### config.mk
export PLATFORM = sky130hd
export DESIGN_NAME = ps2_scan_decoder
export DESIGN_NICKNAME = d
export VERILOG_FILES = /design/src/rtl/ps2_pkg.sv /design/src/rtl/ps2_frame_rx.sv /design/src/rtl/ps2_scan_decoder.sv
export SDC_FILE = /design/constraint.sdc
export NUM_CORES = 1
export LEC_CHECK = 0
export ABC_AREA = 1
export CORE_ASPECT_RATIO = 1.25
export CORE_MARGIN = 5
export CORE_UTILIZATION = 41
export DETAILED_ROUTE_END_ITERATION = 16
export GPL_ROUTABILITY_DRIVEN = 1
export HOLD_SLACK_MARGIN = 0.05
export RECOVER_POWER = 50
export SLEW_MARGIN = 15
export SYNTH_ARGS = -nofsm -noshare
export SYNTH_HDL_FRONTEND = slang
export SYNTH_HIERARCHICAL = 1
export SYNTH_SLANG_ARGS = --single-unit
### constraint.sdc
create_clock -name iVGA_CLK -period 2.3 [get_ports iVGA_CLK]
set_clock_uncertainty 0.2 [all_clocks]
set_input_delay 0.23 -clock iVGA_CLK [delete_from_list [all_inputs] [get_ports iVGA_CLK]]
set_output_delay 0.23 -clock iVGA_CLK [all_outputs]
set_load 0.03 [all_outputs]
### src/rtl/ps2_pkg.sv
// Shared definitions for the PS/2 keyboard receiver.
// Holds the prefix bytes, the reserved (non-key) codes, a few navigation
// key codes, and the frame FSM state encoding.
package ps2_pkg;

  localparam logic [7:0] PS2_PREFIX_EXT = 8'hE0;
  localparam logic [7:0] PS2_PREFIX_BRK = 8'hF0;

  // Navigation keys used by the display controller
  localparam logic [7:0] PS2_KEY_LEFT  = 8'h6B;
  localparam logic [7:0] PS2_KEY_RIGHT = 8'h74;
  localparam logic [7:0] PS2_KEY_UP    = 8'h75;
  localparam logic [7:0] PS2_KEY_DOWN  = 8'h72;

  typedef enum logic [1:0] {
    IDLE   = 2'd0,
    DATA   = 2'd1,
    PARITY = 2'd2,
    STOP   = 2'd3
  } frame_state_e;

  // Keyboard status/response bytes that never represent a key
  function automatic logic ps2_is_reserved(input logic [7:0] code);
    case (code)
      8'hAA, 8'hFA, 8'hEE, 8'hFE, 8'h00, 8'hFF: return 1'b1;
      default:                                  return 1'b0;
    endcase
  endfunction

endpackage

### src/rtl/ps2_frame_rx.sv
// PS/2 frame receiver: synchronises both raw lines, de-glitches the clock,
// and deserialises 11-bit frames (start, 8 data LSB-first, odd parity, stop).
// Ports:
//   iVGA_CLK, iRST_n     clock, async active-low reset
//   ps2_clk, ps2_data    raw asynchronous PS/2 lines (input only)
//   byte_data[7:0]       assembled data byte, valid while byte_valid_c is high
//   byte_valid_c         combinational, high in the stop-bit event cycle of a good frame
//   byte_err_c           combinational, high on bad parity/stop or mid-frame timeout
module ps2_frame_rx
  import ps2_pkg::*;
#(
  parameter int unsigned FILTER_LEN     = 8,
  parameter int unsigned TIMEOUT_CYCLES = 50000
) (
  input  logic       iVGA_CLK,
  input  logic       iRST_n,
  input  logic       ps2_clk,
  input  logic       ps2_data,
  output logic [7:0] byte_data,
  output logic       byte_valid_c,
  output logic       byte_err_c
);

  localparam int unsigned FW    = (FILTER_LEN > 1) ? $clog2(FILTER_LEN) : 1;
  localparam int unsigned TMO_W = $clog2(TIMEOUT_CYCLES + 1);

  logic clk_s1, clk_s2, data_s1, data_s2;
  logic clk_filt;
  logic [FW-1:0] filt_cnt;
  logic bit_evt;

  frame_state_e state, state_n;
  logic [2:0]       bit_cnt, bit_cnt_n;
  logic [7:0]       shreg, shreg_n;
  logic             parity, parity_n;
  logic [TMO_W-1:0] tmo_cnt, tmo_n, tmo_inc;
  logic             tmo_hit, frame_ok;

  // Two-flop synchronisers; lines idle high
  always_ff @(posedge iVGA_CLK or negedge iRST_n) begin
    if (!iRST_n) begin
      clk_s1  <= 1'b1;
      clk_s2  <= 1'b1;
      data_s1 <= 1'b1;
      data_s2 <= 1'b1;
    end else begin
      clk_s1  <= ps2_clk;
      clk_s2  <= clk_s1;
      data_s1 <= ps2_data;
      data_s2 <= data_s1;
    end
  end

  // Clock filter: level flips on the FILTER_LEN-th consecutive differing sample
  always_ff @(posedge iVGA_CLK or negedge iRST_n) begin
    if (!iRST_n) begin
      clk_filt <= 1'b1;
      filt_cnt <= '0;
    end else if (clk_s2 != clk_filt) begin
      if (filt_cnt == FW'(FILTER_LEN - 1)) begin
        clk_filt <= clk_s2;
        filt_cnt <= '0;
      end else begin
        filt_cnt <= filt_cnt + FW'(1);
      end
    end else begin
      filt_cnt <= '0;
    end
  end

  // Bit event: the cycle in which the filtered clock falls
  assign bit_evt = clk_filt && !clk_s2 && (filt_cnt == FW'(FILTER_LEN - 1));

  assign tmo_inc  = tmo_cnt + TMO_W'(1);
  assign tmo_hit  = (state != IDLE) && !bit_evt && (tmo_inc == TMO_W'(TIMEOUT_CYCLES));
  assign frame_ok = data_s2 && (^{shreg, parity});
  assign byte_data = shreg;

  // Frame state register
  always_ff @(posedge iVGA_CLK or negedge iRST_n) begin
    if (!iRST_n) begin
      state   <= IDLE;
      bit_cnt <= '0;
      shreg   <= '0;
      parity  <= 1'b0;
      tmo_cnt <= '0;
    end else begin
      state   <= state_n;
      bit_cnt <= bit_cnt_n;
      shreg   <= shreg_n;
      parity  <= parity_n;
      tmo_cnt <= tmo_n;
    end
  end

  // Frame next-state and strobes
  always_comb begin
    state_n      = state;
    bit_cnt_n    = bit_cnt;
    shreg_n      = shreg;
    parity_n     = parity;
    tmo_n        = '0;
    byte_valid_c = 1'b0;
    byte_err_c   = 1'b0;

    if (state != IDLE) tmo_n = bit_evt ? '0 : tmo_inc;

    case (state)
      IDLE: begin
        if (bit_evt && !data_s2) begin
          state_n   = DATA;
          bit_cnt_n = '0;
          shreg_n   = '0;
        end
      end
      DATA: begin
        if (bit_evt) begin
          shreg_n   = {data_s2, shreg[7:1]};
          bit_cnt_n = bit_cnt + 3'd1;
          if (bit_cnt == 3'd7) state_n = PARITY;
        end
      end
      PARITY: begin
        if (bit_evt) begin
          parity_n = data_s2;
          state_n  = STOP;
        end
      end
      STOP: begin
        if (bit_evt) begin
          state_n = IDLE;
          if (frame_ok) byte_valid_c = 1'b1;
          else          byte_err_c   = 1'b1;
        end
      end
      default: state_n = IDLE;
    endcase

    // Stalled frame: abort and report
    if (tmo_hit) begin
      state_n    = IDLE;
      tmo_n      = '0;
      byte_err_c = 1'b1;
    end
  end

endmodule

### src/rtl/ps2_scan_decoder.sv
// PS/2 keyboard scan-code decoder feeding the VGA display controller.
// Resolves E0/F0 prefixes on bytes from ps2_frame_rx and emits one strobe
// per make or break event. Receive-only.
// Ports:
//   iVGA_CLK, iRST_n   clock, async active-low reset
//   ps2_clk, ps2_data  raw PS/2 lines
//   ps2_out[7:0]       last decoded scan code, held
//   ps2_key_pressed    1-cycle make strobe
//   ps2_key_released   1-cycle break strobe
//   ps2_extended       event carried E0, valid with strobes and held
//   frame_err          1-cycle strobe on parity/stop/timeout error
// Build option: PS2_TYPEMATIC_FILTER_EN suppresses auto-repeat makes of the held key.
module ps2_scan_decoder
  import ps2_pkg::*;
#(
  parameter int unsigned FILTER_LEN     = 8,
  parameter int unsigned TIMEOUT_CYCLES = 50000
) (
  input  logic       iVGA_CLK,
  input  logic       iRST_n,
  input  logic       ps2_clk,
  input  logic       ps2_data,
  output logic [7:0] ps2_out,
  output logic       ps2_key_pressed,
  output logic       ps2_key_released,
  output logic       ps2_extended,
  output logic       frame_err
);

  logic [7:0] byte_data;
  logic       byte_valid_c, byte_err_c;
  logic       ext_flag, brk_flag;
  logic       key_evt_c, repeat_c;

  ps2_frame_rx #(
    .FILTER_LEN    (FILTER_LEN),
    .TIMEOUT_CYCLES(TIMEOUT_CYCLES)
  ) u_rx (
    .iVGA_CLK    (iVGA_CLK),
    .iRST_n      (iRST_n),
    .ps2_clk     (ps2_clk),
    .ps2_data    (ps2_data),
    .byte_data   (byte_data),
    .byte_valid_c(byte_valid_c),
    .byte_err_c  (byte_err_c)
  );

  // A byte that names a key (not a prefix, not a status code)
  assign key_evt_c = byte_valid_c && (byte_data != PS2_PREFIX_EXT)
                     && (byte_data != PS2_PREFIX_BRK) && !ps2_is_reserved(byte_data);

`ifdef PS2_TYPEMATIC_FILTER_EN
  logic [8:0] evt_key, held_key;
  logic       held;

  assign evt_key  = {ext_flag, byte_data};
  assign repeat_c = held && (held_key == evt_key) && !brk_flag;

  // Track the last key made; its break releases it
  always_ff @(posedge iVGA_CLK or negedge iRST_n) begin
    if (!iRST_n) begin
      held     <= 1'b0;
      held_key <= '0;
    end else if (key_evt_c) begin
      if (!brk_flag) begin
        held     <= 1'b1;
        held_key <= evt_key;
      end else if (held_key == evt_key) begin
        held <= 1'b0;
      end
    end
  end
`else
  assign repeat_c = 1'b0;
`endif

  // Prefix tracking and event strobes
  always_ff @(posedge iVGA_CLK or negedge iRST_n) begin
    if (!iRST_n) begin
      ps2_out          <= '0;
      ps2_key_pressed  <= 1'b0;
      ps2_key_released <= 1'b0;
      ps2_extended     <= 1'b0;
      frame_err        <= 1'b0;
      ext_flag         <= 1'b0;
      brk_flag         <= 1'b0;
    end else begin
      ps2_key_pressed  <= 1'b0;
      ps2_key_released <= 1'b0;
      frame_err        <= 1'b0;
      if (byte_err_c) begin
        frame_err <= 1'b1;
        ext_flag  <= 1'b0;
        brk_flag  <= 1'b0;
      end else if (byte_valid_c) begin
        if (byte_data == PS2_PREFIX_EXT) begin
          ext_flag <= 1'b1;
        end else if (byte_data == PS2_PREFIX_BRK) begin
          brk_flag <= 1'b1;
        end else begin
          ext_flag <= 1'b0;
          brk_flag <= 1'b0;
          if (key_evt_c && !repeat_c) begin
            ps2_out          <= byte_data;
            ps2_extended     <= ext_flag;
            ps2_key_released <= brk_flag;
            ps2_key_pressed  <= !brk_flag;
          end
        end
      end
    end
  end

endmodule

==> flow_metrics.tcl <==
set metrics [dict create \
    drt_pass1_iterations 4 \
    wl_per_cell_um 12.4 \
    cts_buffers 5 \
    required_ps 2310 \
    relSlewSlack_pct 11.2 \
    worst-path-stages 11 \
    dieArea_um2 8770 \
    syn_area_um2 2870 \
    finalSetupViolations 0 \
    overflow 0 \
    worstMarginPinSlew_ps 1330 \
    clock_path_buffers 2 \
    io_buffers 15 \
    clk_pin_slew_ps 100 \
    io_pins 16 \
    max_stage_delay_ps 420 \
    cts_root_buf "clkbuf_8" \
    ant_nets 0 \
    gp_congestion 0.832 \
    syn_area_per_cell_um2 8.19 \
    end_kind "flip-flop" \
    worstReg2RegEnd "ps2_out[3]" \
    crit_fanout 6 \
    min_period_ps 2270 \
    vias 2350 \
    finish.utilization_pct 52.3 \
    worst_path_max_delay_cell "dfrtp_1" \
    die_x_um 84.8 \
    crit_arrival_ps 2280 \
    path_delay_family "simple AND/OR/NAND/NOR gates" \
    avgViaCountPerCell 4.77 \
    syn_to_final_growth_pct 25.8 \
    critPathLaunch "u_rx/byte_data[4]" \
    stdcell_count 493 \
    yosysWarnings 6 \
    rows 34 \
    start_kind "flip-flop" \
    rsz0062_at_grt "yes" \
    cts_tree "yes" \
    fin_crit_sh_pct 98.8 \
    r2r_cells 11 \
    seqCellArea_um2 1310 \
    synth_cell_types 35 \
    die_h_um 103 \
    ys_ff_latch 52 \
    netlist_instances 350 \
    ir_drop_mv 0.272 \
    nNetsFinal 417 \
    final_common_cell "nand2_1" \
    htree_levels 2 \
    path_cells "xnor2_2, xnor2_1, or2_2, nand3_1, nand3_1, nor2_2, nand2_4, a21oi_4, nand3_4, nand2_2, nand2_2" \
    clk_latency_ps 310 \
    worstSetupEndpoint "ps2_out[3]" \
    drv_slew 0 \
    powerDensity_nw_per_um2 621 \
    place.detailed.hpwl_mm 4.24 \
    synth_nets 365 \
    drive_above_1_share_pct 27.8 \
    fmax_mhz 440 \
    final_cell_mix "nand2_1 (93), dfrtp_1 (46), inv_1 (43)" \
    outcome "finished clean" \
    reg2reg_slack_ps 30 \
    cts_sinks 52 \
    dp_cells 474 \
    finalHoldViolCount 0 \
    grt_pass1_wl_mm 10.2 \
    timing.critical_path.buf_inv 0 \
    drt_iter0_markers 51 \
    grt_pass1_vias 2217 \
    hp-class "reg2reg" \
    yosysSeqAreaShare_pct 45.6 \
    grt_max_degree 53 \
    antenna_found_initial 0 \
    nFillCells 670 \
    start_util_pct 41.6 \
    drv_cap 0 \
    whs_ps 161 \
    coreArea_um2 6890 \
    diodes 0 \
    grt_usage_pct 14.4 \
    drc_errors 0 \
    r2r_start "u_rx/byte_data[4]" \
    leakagePower_uw 0.00170 \
    path_class "reg2reg" \
    finalWirelength_mm 6.12 \
    multi_input_comb_area_um2 1540 \
    setup_tns_ps 0 \
]
-- power breakdown --
part	switching, uW	internal (uW)	total [uW]
logic	368	315	684
registers	54.1	996	1050
clock network	291	214	505
-- synth_stat cells, drive strengths merged --
cell	instances	area (um2)
a31oi	1	6.26
ha	11	138
o22ai	6	37.5
nor3	2	10.0
nand3b	1	7.51
inv	47	176
dfstp	5	131
o31ai	1	7.51
o21bai	1	7.51
nand3	31	190
nor2	44	233
nor4	1	6.26
a21oi	10	61.3
xor2	3	33.8
o21ai	11	55.1
nor3b	2	20.0
o32ai	1	8.76
nand2	109	429
nand4	9	62.6
dfrtp	47	1180
xnor2	4	35.0
buf	2	26.3
or2	1	6.26
-- logic make-up (layout without fill, tap and decap cells) --
kind of cell             Yosys count  after routing  synth area share, %
AO/OA/AOI/OAI                     31             31                 6.42
XOR/XNOR                           7              7                 2.40
adder cells (fa/ha/maj)           11             11                 4.80
flip-flops                        52             52                 45.6
buffers and inverters             49            100                 7.07
AND/OR/NAND/NOR                  200            202                 33.7
-- worst register-to-register path: cells and delay by family, from the launching register on --
family | cells | cell delay (ps)
simple gates | 8 | 1100
compound gates | 1 | 180
xor+xnor | 2 | 290
flops | 1 | 420
-- metal layers --
metal	global-route usage (%)	part of all wire [%]	vias up
met2	25.9	52	18
met1	17.8	45	1100
li1	-	-	1225
met4	4.87	1.4	0
met5	0	0	-
met3	2.38	1.7	7
-- registers in the layout (all words and copies together) (netlist names), 2 cells and up --
name and flops:
u_rx/tmo_cnt 16, u_rx/filt_cnt 3, u_rx/state 2, u_rx/bit_cnt 3
u_rx/byte_data 8, ps2_out 8
-- how the worst min path moves through the flow --
stage	startpoint	endpoint	slack, ps	cells after the start
6_report	u_rx/clk_s1	u_rx/clk_s2	160	0
3_3_place_gp	u_rx/data_s1	u_rx/data_s2	150	0
5_1_grt	u_rx/clk_s1	u_rx/clk_s2	170	0
2_1_floorplan	iRST_n	brk_flag	-270	0
4_1_cts	ps2_data	u_rx/data_s1	110	1
3_5_place_dp	u_rx/clk_s1	u_rx/clk_s2	150	0
-- metrics by stage --
step	setup WS (ps)	area, um2	total power (uW)
2_1_floorplan	13.1	2880	1450
3_3_place_gp	-8.11	3270	1590
3_5_place_dp	-71.9	3270	1600
4_1_cts	-1.82	3400	2130
5_1_grt	-116	3600	2390
6_report	26.8	3600	2240
-- repair_timing --
| action | in CTS | in global routing |
|---|---|---|
| pin swaps | 5 | 25 |
| cloned | 0 | 2 |
| hold endpoints to repair | 47 | 0 |
| resized for setup | 7 | 35 |
| buffers inserted | 1 | 7 |
| hold buffers | 1 | 0 |
| setup endpoints to repair | 12 | 28 |
-- layout make-up --
type	count	share of cell area (%)
flip-flops and latches	52	36.3
clock inverters	1	0.139
well taps	90	3.12
repair buffers	45	10.7
multi-input cells	251	42.7
inverters	47	4.89
clock buffers	7	2.12
Note: power is estimated with default switching activity, not from simulation.
==> RTL change 1 (same settings) <==
Build with the macro `PS2_TYPEMATIC_FILTER_EN` defined.
--- a/src/rtl/ps2_scan_decoder.sv
+++ b/src/rtl/ps2_scan_decoder.sv
@@ -12,2 +12,4 @@
 // Build option: PS2_TYPEMATIC_FILTER_EN suppresses auto-repeat makes of the held key.
+`define PS2_TYPEMATIC_FILTER_EN
+
 module ps2_scan_decoder
Function: no difference found for any inputs over 10 cycles, from zero or initial values and one cycle with iRST_n low; that may be too few to reach the edited logic, so the function may still have changed.
==> RTL change 1 against the original RTL <==
The run now ends with negative setup slack left. Synthesized area is 18% higher. First-iteration DRC count is 75% higher. Count of clock-buffer cells in the layout is 6 higher. Hold slack worse by 0.0027 ns. Routed wire length is 22% higher. Sequential cell count is 10 higher. Cell area is 21% higher. Largest cell class unchanged. Setup slack worse by 0.11 ns. Synthesized cell count is 16% higher. Total power is 33% higher. Combinational power is 9.4% lower. Via count is 20% higher.
==> RTL change 1: results (changes against the original RTL) <==
Route
  • Drt pass-1 iters: 4 (unchanged)
  • DRT iter0 DRCs: 89 (+75%)
  • Final wirelength: 7490 microns (+22%)
  • Via count: 2,822 (+20%)

Logic synthesis
  • Post-Synth Adder-Cell Area: 0.04073 (-0.007309)
  • Compound-cell area share of the yosys netlist: 0.07627 (+0.01208)
  • Syn_nets: 420 (+15%)
  • Most frequent cells after synthesis: nand2_1, dfrtp_1, inv_1
  • Top post-synthesis cells by area: dfrtp_1, nand2_1, inv_1
  • Netlist cell types: 37 (+5.7%)
  • Post-Synth XOR/XNOR Area: 0.03591 (+0.01190)
  • Seq/Total Area, Yosys: 0.4609 (+0.004609)

Cells and area
  • Final #Nets: 479 (+15%)
  • Share of post-route cells with drive strength above 1: 0.2836 (+0.005666)
  • # fillers: 770 (+15%)

Critical path
  • Crit Path Max Fanout: 5 (-1)
  • Max incr delay on CP: 0.39 ns (-0.03 ns)
  • Slowest cell on the critical path: dfrtp_1
  • WP data arrival: 2.42 ns (+0.14 ns)
  • Worst R2R Path Depth: 13 (+2)

Global routing
  • M2 GR Usage: 0.2329 (-0.02567)
  • M3 GR Usage: 0.04122 (+0.01744)
  • Met1 usage: 0.1916 (+0.01356)
  • Tot GR Track Use: 0.1482 (+0.003689)
  • First-pass GRT wire length: 12,260 microns (+20%)
  • Vias in the first global route: 2,702 (+22%)
  • Largest net degree at the start of global routing: 44 (-17%)

Status
  • Status: finished with violations
  • Failing checks: negative setup slack

Hold path
  • Worst Hold Class: flip-flop to flip-flop

Placed design
  • Input/output buffers: 15 (unchanged)
  • GPL Wtd Cong: 0.7902 (-5.0%)
  • Dpl hpwl: 5064 microns (+20%)

Clock network
  • Worst skew pair latency: 0.36 ns (+0.05 ns)
  • H-tree Lvls: 3 (+1)
  • Root buffer cell: clkbuf_8
  • Clock-pin slew on the worst setup and hold paths: 0.06 ns (-0.04 ns)
  • CTS Buf Count: 9 (+4)

STA
  • PnR worst setup slack: -0.08495 ns (-0.1118 ns)
  • Setup TNS: -0.5164 ns (-0.5164 ns)
  • Slew margin rel.: 0.2447 (+0.1324)
  • Final setup viols: 10 (+10)

Pwr
  • Worst vdd ir: 0.3688 mV (+35%)
  • P_leak: 0.002003 uW (+18%)
RTL change 1: changes by cell type in the layout (fill, tap and decap cells not counted), sizes merged, moves of 3 or more:
cell    delta
o21ai      +7
nand2     +17
inv        +3
clkbuf     +7
nand3      -4
dfrtp     +10
buf        +4
xnor2      +6
nand4      +9
RTL change 1: logic make-up after synthesis:
group,count (synthesis)
xor+xnor,13
buf+inv,56
fa+ha+maj,11
flops,62
compound gates,39
simple gates,224
RTL change 1: what timing repair did:
item | CTS | global route
endpoints found under the hold margin | 26 | 0
endpoints found under the setup margin | 19 | 38
gates resized for setup | 6 | 45
hold buffers | 1 | 0
pin swaps | 6 | 22
cloned | 1 | 2
setup buffers | 6 | 4
RTL change 1: metal layers:
layer,vias up,wire length [microns],share of wire
met5,-,0,0
met4,0,159,0.021
met3,12,215,0.029
met2,31,3727,0.50
met1,1352,3386,0.45
li1,1427,-,-
RTL change 1: stage by stage:
step | cells | area [sq um] | worst slack, ns
final | 566 | 4373 | -0.08495
after CTS | 561 | 4154 | -0.0007552
after global routing | 566 | 4373 | -0.1988
after global placement | 537 | 3821 | -0.0006033
after floorplan | 405 | 3388 | 0.02613
after detailed placement | 537 | 3821 | -0.03862
RTL change 1: worst paths after layout:
| path | start | to | slack [ns] |
|---|---|---|---|
| min in group asynchronous | iRST_n | ps2_out[4] | 0.42 |
| min | u_rx/clk_s1 | u_rx/clk_s2 | 0.16 |
| min reg2reg | u_rx/clk_s1 | u_rx/clk_s2 | 0.16 |
| max in group asynchronous | iRST_n | u_rx/clk_filt | 0.20 |
| max | u_rx/byte_data[6] | held_key[5] | -0.08 |
| max reg2reg | u_rx/byte_data[6] | held_key[5] | -0.08 |
RTL change 1: critical path, delay by kind of cell, from the launching register on:
family	cells	cell delay [ns]
and+or+nand+nor	8	0.86
buffers and inverters	2	0.33
AOI/OAI and AO/OA	1	0.06
DFF	1	0.39
xor gates and xnor gates	2	0.41
RTL change 1: where the power goes:
| part | switching (uW) | internal, uW |
|---|---|---|
| Sequential | 61.8 | 1170 |
| Combinational | 378 | 242 |
| Clock | 422 | 697 |
| Total | 861 | 2110 |
RTL change 1: cell type report:
class,count,area share
Clock buffer,13,0.03863
Clock inverter,3,0.01488
Inverter,51,0.04521
Multi-Input combinational cell,290,0.4192
Sequential cell,62,0.3562
Tap cell,97,0.02775
Timing Repair Buffer,50,0.09814
==> RTL change 2 (same flow settings) <==
Without the edit above. The 4 states of `frame_state_e` get a one-hot encoding in 4 bits.
--- a/src/rtl/ps2_pkg.sv
+++ b/src/rtl/ps2_pkg.sv
@@ -14,7 +14,7 @@
 
-  typedef enum logic [1:0] {
-    IDLE   = 2'd0,
-    DATA   = 2'd1,
-    PARITY = 2'd2,
-    STOP   = 2'd3
+  typedef enum logic [3:0] {
+    IDLE   = 4'b0001,
+    DATA   = 4'b0010,
+    PARITY = 4'b0100,
+    STOP   = 4'b1000
   } frame_state_e;
Behaviour: no difference found for any inputs over 10 cycles, from zero or initial values and one cycle with iRST_n low; not proved beyond that.
==> RTL change 2 against the original RTL <==
The flow now finishes with violations (negative setup slack). Routed wire length rose by 7.9%. Setup slack worse by 0.044 ns. Sequential cell count grew 2. Global-route usage up 0.36 points. Synthesized area up 3.0%. Cell area rose by 6.4%. Sequential share of layout area is 0.85 points lower. Synthesized cell count rose by 10%. Critical endpoint is now ps2_out[4]. Highest routed layer unchanged.
Power is not compared: it rests on default switching activity, and its combinational part moved more than twofold at a synthesized area within 25%.
==> RTL change 2: results (changes against the original RTL) <==
Global routing
  • M2 GR Usage: 0.2530 (-0.005558)
  • Largest net degree at the start of global routing: 29 (-45%)
  • Met1 usage: 0.1826 (+0.004587)
  • Tot GR Track Use: 0.1480 (+0.003559)
  • Vias in the first global route: 2,488 (+12%)
  • M3 GR Usage: 0.02362 (-0.0001497)
  • First-pass GRT wire length: 11,030 microns (+8.3%)

Clock network
  • H-tree Lvls: 2 (unchanged)
  • Worst skew pair latency: 0.31 ns (about the same)
  • CTS resizes: 15 (+8)
  • Post-CTS Setup Bufs: 3 (+2)

Logic synthesis
  • Post-Synth XOR/XNOR Area: 0.02077 (-0.003246)
  • Syn_nets: 396 (+8.5%)
  • Top post-synthesis cells by area: dfrtp_1, nand2_1, inv_1
  • Seq/Total Area, Yosys: 0.4604 (+0.004033)
  • Most frequent cells after synthesis: nand2_1, inv_1, dfrtp_1
  • Compound-cell area share of the yosys netlist: 0.06359 (-0.0006059)
  • Netlist cell types: 33 (-5.7%)
  • Syn avg cell area: 7.666 sq um (-6.4%)
  • Yosys reg bits: 54 (+3.8%)
  • Post-Synth Adder-Cell Area: 0.02967 (-0.01836)

Placed design
  • Dpl hpwl: 4608 microns (+8.8%)
  • Dpl cell area: 3433 sq um (+5.1%)
  • Pre-CTS setup slack: -0.1846 ns (-0.1127 ns)
  • GPL Wtd Cong: 0.8884 (+6.8%)
  • Cell count after placement: 518 (+9.3%)

STA
  • Setup TNS: -0.06496 ns (-0.06496 ns)
  • Final setup viols: 7 (+7)
  • Hold_ws: 0.1608 ns (+0.0001060 ns)
  • PnR worst setup slack: -0.01694 ns (-0.04376 ns)
  • Slew margin rel.: 0.5280 (+0.4157)

Critical path
  • Worst R2R Path Depth: 16 (+5)
  • Reg2reg start: u_rx/tmo_cnt[0]
  • Crit Path Max Fanout: 5 (-1)
  • Worst flop-to-flop path endpoint: ps2_out[4]

Cells and area
  • Plain + repair buffers: 54 (+20%)
  • Multi-input combinational area share: 0.4243 (-0.002605)
  • Non-clk buf share: 0.1171 (+0.009836)
  • # fillers: 664 (-0.90%)
  • Inverter count: 52 (+11%)
  • Clock buf/inv share: 0.02381 (+0.001248)
  • Seq/total area: 0.3545 (-0.008537)
  • Share of post-route cells with drive strength above 1: 0.2685 (-0.009459)
  • Count of multi-input gates: 279 (+11%)
  • Area of the multi-input gates: 1628 sq um (+5.8%)
  • Final #Nets: 457 (+9.6%)

Route
  • DRT iter0 DRCs: 82 (+61%)
  • Drt pass-1 iters: 4 (unchanged)
  • Met3 wire len: 188 microns (+83%)
  • Met2 WL: 3268 microns (+2.7%)
  • Routed len/inst: 12.30 microns (-0.90%)
  • Via count: 2,645 (+13%)
  • Final wirelength: 6607 microns (+7.9%)
  • M1 wire length: 2948 microns (+7.3%)

Hold path
  • WHS Endpoint: u_rx/data_s2
  • Hold_sp: u_rx/data_s1

Status
  • Status: finished with violations
  • Failing checks: negative setup slack
## RTL change 2: changes by cell type after synthesis, moves of 4 or more
cell     delta
nand2_1    +16
nor2_1     +14
inv_1       +6
nand3_1     +6
o22ai_1     -5
ha_1        -4
## RTL change 2: worst max-delay path by stage
stage / start / endpoint / slack [ns] / cells after the start
6_report: u_rx/tmo_cnt[0] / ps2_out[4] / -0.02 / 16
5_1_grt: u_rx/tmo_cnt[0] / ps2_out[7] / -0.23 / 18
4_1_cts: u_rx/tmo_cnt[1] / ps2_out[4] / 0.0005 / 16
3_5_place_dp: u_rx/tmo_cnt[1] / ps2_out[5] / -0.18 / 16
3_3_place_gp: u_rx/tmo_cnt[0] / ps2_out[3] / -0.05 / 16
2_1_floorplan: u_rx/tmo_cnt[0] / ps2_out[0] / 0.0003 / 17
## RTL change 2: logic make-up (layout without fill, tap and decap cells)
family,after synthesis,count (layout)
compound gates,33,33
xor+xnor,7,7
fa+ha+maj,7,7
buf+inv,55,114
flops,54,54
simple gates,229,232
